<file path="config.mk">
export PLATFORM = sky130hd
export DESIGN_NAME = vram_arbiter
export DESIGN_NICKNAME = d
export VERILOG_FILES = /design/src/rtl/vram_arbiter.sv
export SDC_FILE = /design/constraint.sdc
export NUM_CORES = 1
export LEC_CHECK = 0
export BUFFER_PORTS_ARGS = -buffer_cell sky130_fd_sc_hd__buf_2
export CORE_ASPECT_RATIO = 0.75
export CORE_MARGIN = 10
export CORE_UTILIZATION = 40
export CTS_CLUSTER_DIAMETER = 50
export DETAILED_ROUTE_END_ITERATION = 10
export PLACE_DENSITY = 0.78
export SLEW_MARGIN = 20
export SYNTH_ARGS = -nofsm -noshare
export SYNTH_HDL_FRONTEND = slang
export SYNTH_SLANG_ARGS = --single-unit
</file>
<file path="constraint.sdc">
create_clock -name clk_i -period 3.9 [get_ports clk_i]
set_input_delay 0.195 -clock clk_i [delete_from_list [all_inputs] [get_ports clk_i]]
set_output_delay 0.195 -clock clk_i [all_outputs]
set_load 0.01 [all_outputs]
</file>
<file path="src/rtl/vram_arbiter.sv">
// Shares one single-port synchronous video RAM between the scanout reader and the 68k CPU.
// Video reads always win the slot; CPU words are issued as big-endian byte cycles in free slots.
module vram_arbiter #(
    parameter int AW = 15,
    parameter int DW = 8
) (
    input  logic              clk_i,
    input  logic              reset_i,
    input  logic              vid_rd_i,
    input  logic [AW-1:0]     vid_addr_i,
    output logic [DW-1:0]     vid_dout_o,
    output logic              vid_valid_o,
    input  logic              cpu_req_i,
    input  logic              cpu_we_i,
    input  logic [AW-2:0]     cpu_addr_i,
    input  logic              cpu_uds_i,
    input  logic              cpu_lds_i,
    input  logic [2*DW-1:0]   cpu_din_i,
    output logic [2*DW-1:0]   cpu_dout_o,
    output logic              cpu_ack_o,
    output logic [AW-1:0]     ram_addr_o,
    output logic              ram_we_o,
    output logic [DW-1:0]     ram_din_o,
    input  logic [DW-1:0]     ram_dout_i
);

    typedef enum logic [2:0] {
        S_IDLE,
        S_HI,
        S_LO,
        S_FIN,
        S_DONE
    } state_t;

    state_t          state_q, state_d;
    logic            ack_q, ack_d;
    logic            cap_hi_q, cap_hi_d;
    logic            cap_lo_q, cap_lo_d;
    logic [2*DW-1:0] cpu_dout_q, cpu_dout_d;

    logic            vid_pend_q;
    logic            vid_valid_q;
    logic [DW-1:0]   vid_dout_q;

    // Slot owner mux: video first, then the CPU byte phase, otherwise an idle slot.
    always_comb begin
        ram_addr_o = '0;
        ram_we_o   = 1'b0;
        ram_din_o  = '0;
        if (!reset_i) begin
            if (vid_rd_i) begin
                ram_addr_o = vid_addr_i;
            end else if (state_q == S_HI) begin
                ram_addr_o = {cpu_addr_i, 1'b0};
                ram_we_o   = cpu_we_i;
                ram_din_o  = cpu_din_i[2*DW-1:DW];
            end else if (state_q == S_LO) begin
                ram_addr_o = {cpu_addr_i, 1'b1};
                ram_we_o   = cpu_we_i;
                ram_din_o  = cpu_din_i[DW-1:0];
            end
        end
    end

    always_comb begin
        state_d    = state_q;
        ack_d      = ack_q;
        cap_hi_d   = 1'b0;
        cap_lo_d   = 1'b0;
        cpu_dout_d = cpu_dout_q;

        if (cap_hi_q) begin
            cpu_dout_d[2*DW-1:DW] = ram_dout_i;
        end
        if (cap_lo_q) begin
            cpu_dout_d[DW-1:0] = ram_dout_i;
        end

        case (state_q)
            S_IDLE: begin
                ack_d = 1'b0;
                if (cpu_req_i) begin
                    cpu_dout_d = '0;
                    if (cpu_uds_i) begin
                        state_d = S_HI;
                    end else if (cpu_lds_i) begin
                        state_d = S_LO;
                    end else begin
                        state_d = S_DONE;
                        ack_d   = 1'b1;
                    end
                end
            end
            // An aborted request still finishes the byte in flight but skips the low byte.
            S_HI: begin
                if (!vid_rd_i) begin
                    cap_hi_d = !cpu_we_i;
                    state_d  = (cpu_lds_i && cpu_req_i) ? S_LO : S_FIN;
                end
            end
            S_LO: begin
                if (!vid_rd_i) begin
                    cap_lo_d = !cpu_we_i;
                    state_d  = S_FIN;
                end
            end
            S_FIN: begin
                state_d = S_DONE;
                ack_d   = cpu_req_i;
            end
            S_DONE: begin
                if (!cpu_req_i) begin
                    state_d = S_IDLE;
                    ack_d   = 1'b0;
                end
            end
            default: begin
                state_d = S_IDLE;
                ack_d   = 1'b0;
            end
        endcase
    end

    always_ff @(posedge clk_i or posedge reset_i) begin
        if (reset_i) begin
            state_q    <= S_IDLE;
            ack_q      <= 1'b0;
            cap_hi_q   <= 1'b0;
            cap_lo_q   <= 1'b0;
            cpu_dout_q <= '0;
        end else begin
            state_q    <= state_d;
            ack_q      <= ack_d;
            cap_hi_q   <= cap_hi_d;
            cap_lo_q   <= cap_lo_d;
            cpu_dout_q <= cpu_dout_d;
        end
    end

    // Two-stage video pipe: address cycle, RAM output cycle, then registered data.
    always_ff @(posedge clk_i or posedge reset_i) begin
        if (reset_i) begin
            vid_pend_q  <= 1'b0;
            vid_valid_q <= 1'b0;
            vid_dout_q  <= '0;
        end else begin
            vid_pend_q  <= vid_rd_i;
            vid_valid_q <= vid_pend_q;
            if (vid_pend_q) begin
                vid_dout_q <= ram_dout_i;
            end
        end
    end

    assign vid_dout_o  = vid_dout_q;
    assign vid_valid_o = vid_valid_q;
    assign cpu_dout_o  = cpu_dout_q;
    assign cpu_ack_o   = ack_q;

endmodule

</file>
# Word level (Yosys, flattened, before mapping)
# Index checks and enable logic that the tools add are counted.
[word_totals]
output_inout_bits = 50
regBits = 32
wordCells = 55
[classes]
n_reduce_logical = 6
n_mux = 32
n_eq_ne = 8
bitwise_logic = 1
[op_table]
columns = ["cell", "n"]
rows = [
  ["15-bit two-way mux", 4],
  ["8-bit two-way mux", 6],
  ["16-bit two-way mux", 2],
  ["3-bit two-way mux", 6],
  ["3-bit case mux with 5 select lines", 1],
  ["1-bit two-way mux", 12],
  ["2-bit inequality test, second input constant", 4],
  ["3-bit by 2-bit equality test with 1-bit output, second input constant", 2],
  ["1-bit case mux with 4 select lines", 1],
  ["4-bit AND reduction", 1],
  ["3-bit by 1-bit equality test with 1-bit output, second input constant", 1],
  ["3-bit equality test, second input constant", 1],
  ["3-bit logical NOT", 1],
  ["2-bit AND reduction", 1],
  ["2-bit OR reduction", 1],
  ["1-bit logical AND", 1],
  ["1-bit logical NOT", 1],
  ["1-bit NOT", 1],
]

# Logic depth before layout (Yosys ltp)
[logic_depth]
word_depth = 5
mapped_depth = 5

# Worst setup path before layout
# OpenSTA, ideal clock, no wires.
[synth_path]
path_type = "input to output"
start = "in reset_i"
end = "out ram_din_o[0]"
arrival_ns = 1.534
slack_ns = 2.171
stages = 4
required_ns = 3.705
path_cell_list = "clkbuf_1 -> inv_1 -> nand2_2 -> nor2_1"
[synth_via]
elab_chain_cells = 1
[synth_lines]
columns = ["element", "line", "text"]
rows = [
  ["from (decl)", "8", "input logic reset_i,"],
  ["8-bit two-way mux", "50", "if (!reset_i) begin"],
  ["to (decl)", "23", "output logic [DW-1:0] ram_din_o,"],
]
# Every way passes these cells.

# Final worst setup path
[layout_path]
start = "reg state_q[1]"
end = "out ram_addr_o[13]"
[layout_via]
elab_chain_cells = 5
word_cells_on_any_way = 6
cone_classes = "eq/ne (2); mux (4)"
[layout_lines]
columns = ["element", "line", "text"]
rows = [
  ["from (decl)", "35", "state_t state_q, state_d;"],
  ["from (signal assigned)", "132", "state_q <= state_d;"],
  ["3-bit by 2-bit equality test with 1-bit output", "57", "end else if (state_q == S_LO) begin"],
  ["15-bit two-way mux", "57", ""],
  ["15-bit two-way mux *", "53", "end else if (state_q == S_HI) begin"],
  ["15-bit two-way mux *", "51", "if (vid_rd_i) begin"],
  ["15-bit two-way mux *", "50", ""],
  ["to (decl)", "21", "output logic [AW-1:0] ram_addr_o,"],
]
# Every way passes the cells marked *; elsewhere a longest branch is shown, timed or not.

==> flow_metrics.tcl <==
set metrics [dict create \
    run_status "complete, no violations" \
    track_usage_pct 13.6 \
    cts_hold_buf 0 \
    route.detailed.drc 0 \
    fmax_mhz 469 \
    coreArea_um2 4080 \
    synth-compound-area-share_pct 15.1 \
    cp-start-kind "flip-flop" \
    place_inst 318 \
    dp_hpwl_um 4170 \
    cts_resized 0 \
    holdCritPathClass "input pin to flip-flop" \
    vias 1638 \
    postSynthNetCount 228 \
    grt-busiest-layer "met2" \
    synth_simple_gate_area_share_pct 16.4 \
    r2r-start "state_q[2]" \
    cts_root_buf "clkbuf_8" \
    fin_crit_sh_pct 54.7 \
    postCtsSetupBuffers 0 \
    setup_tns_ns 0 \
    leakagePower_nw 1.21 \
    portBuffers 109 \
    finalHoldViolCount 0 \
    wl_per_cell_um 16.0 \
    synth_top_family_by_area "simple AND/OR/NAND/NOR gates" \
    overflow 0 \
    crit_fanout 16 \
    cts-htree-levels 2 \
    vias_per_cell 5.02 \
    skew_ns 0.00685 \
    final_common_cell "buf_2" \
    ys_seq_area_share_pct 46.8 \
    firstDrtPassIters 4 \
    syn_area_per_cell_um2 10.2 \
    antenna_left 0 \
    tightest_slew_ns 0.892 \
    synthXorXnorAreaFrac_pct 0.950 \
    met1_usage_pct 15.8 \
    gp_congestion 0.809 \
    rows 20 \
    critPathKind "flip-flop to primary output" \
    synthMuxAreaShare_pct 14.6 \
    grt_use_met3_pct 4.77 \
    dieArea_um2 7320 \
    drv_cap 0 \
    synthAdderAreaFrac_pct 0 \
    syn_area_um2 1710 \
    die_x_um 95.5 \
    drt_iter0_drc 107 \
    synthCells 168 \
    power_mw 1.43 \
    grt_pass1_vias 1646 \
    worst_ep_arrival_time_ns 1.94 \
    crit_required_ns 3.70 \
    met2_usage_pct 23.2 \
    cts.sinks 32 \
    slew_headroom_pct 40.3 \
    fillers 405 \
    final.min_clock_period_ns 2.13 \
    clkLatencyLatePin_ns 0.28 \
    powerDensity_nw_per_um2 613 \
    area_growth_pct 35.9 \
    instances_no_fill 326 \
    end_kind "primary output" \
    drive_above_1_share_pct 48.7 \
    initial_core_util_pct 42.0 \
    antenna_found_initial 0 \
    ys_ff_latch 32 \
    slew_viol_final 0 \
    rsz0062_at_grt "no" \
    holdCritStartpoint "cpu_we_i" \
    clkTransAtPathRegs_ns 0.06 \
    finalNetCount 330 \
    yosysUniqueCellTypes 30 \
    grt_max_degree 34 \
    numCtsBuffers 5 \
    vdd.ir_drop.worst_mv 0.326 \
    cts.path.max_buffers 2 \
    critPathLaunch "state_q[1]" \
    wirelength_um 5220 \
    ioPinCount 110 \
    grt_pass1_wl_um 8270 \
    yosysWarnings 0 \
    diodes 0 \
    die_y_um 76.7 \
    final-setup-viol-count 0 \
    cts_tree "yes" \
    final_cell_mix "109 x buf_2, 42 x nor2_1, 32 x dfrtp_1" \
]
==> Yosys cell counts, drive strengths merged <==
master	count	area share, %
nor3	1	0.29
xor2	1	0.95
a21bo	1	0.58
a221o	1	0.58
and3	1	0.37
inv	2	0.44
nor3b	1	0.44
a32oi	14	7.2
nor2b	3	1.1
dfrtp	32	47
buf	12	5.0
mux2	8	5.3
mux2i	16	9.4
a31o	1	0.51
o21bai	1	0.44
a22oi	8	3.5
nor2	45	10
nand2	7	1.7
a21oi	2	0.58
o21ai	4	1.2
nor4b	2	1.9
and2	1	0.37
a22o	1	0.51
clkbuf	3	0.66
==> metrics by stage <==
stage	instance area [um^2]	hold WS [ns]	setup slack, ns	util, %
after floorplan	1710	0.226	2.17	-
after global placement	2240	0.401	2.13	54.8
after detailed placement	2240	0.401	2.08	54.8
after CTS	2330	0.111	1.77	57.0
after global routing	2330	0.112	1.57	57.0
final	2330	0.118	1.77	57.0
==> power breakdown <==
| group | switching, mW | internal [mW] |
|---|---|---|
| sequential | 0.109 | 0.443 |
| combinational | 0.348 | 0.269 |
| clock | 0.114 | 0.144 |
==> final cells by class <==
| class | instances | area [um^2] | share of cell area, % |
|---|---|---|---|
| multi-input combinational | 119 | 806 | 34.6 |
| sequential | 32 | 801 | 34.4 |
| timing repair buffer | 110 | 553 | 23.8 |
| clock buffer | 8 | 90.1 | 3.87 |
| tap | 55 | 68.8 | 2.96 |
| inverter | 2 | 7.51 | 0.323 |
==> final timing paths <==
path	to	slack, ns	cells after the start
setup / recovery	ram_addr_o[13]	1.77	4
min in group asynchronous	vid_dout_o[2]	0.13	3
max in group asynchronous	cpu_dout_o[8]	3.47	3
hold / removal	cap_lo_q	0.12	2
hold reg to reg	vid_dout_o[4]	0.50	1
setup reg to reg	cpu_dout_o[2]	2.25	2
==> state kept, by name (all words and copies together), names as in the netlist <==
| name | flops |
|---|---|
| state_q | 3 |
| cpu_ack_o | 1 |
| cpu_dout_o | 16 |
| vid_dout_o | 8 |
| cap_lo_q | 1 |
| vid_pend_q | 1 |
| vid_valid_o | 1 |
| cap_hi_q | 1 |
==> worst max-delay path, cell delays in order, from the launching register on <==
cell     delay [ns]
dfrtp_1        0.59
xor2_2         0.59
a32oi_1        0.23
nor2_1         0.12
buf_2          0.14
==> cells by family (layout without fill, tap and decap cells) <==
kind of cell | after synthesis | count (layout)
AND/OR/NAND/NOR | 61 | 61
AO/OA/AOI/OAI | 33 | 33
flip-flops | 32 | 32
multiplexers | 24 | 24
buffers and inverters | 17 | 120
XOR/XNOR | 1 | 1
==> per-layer routing <==
layer	share of wire, %	vias to the layer above
met3	9.8	2
met1	38	780
li1	-	799
met4	0.27	0
met2	52	57
met5	0	-
No activity file was read; power rests on OpenSTA's default activity.
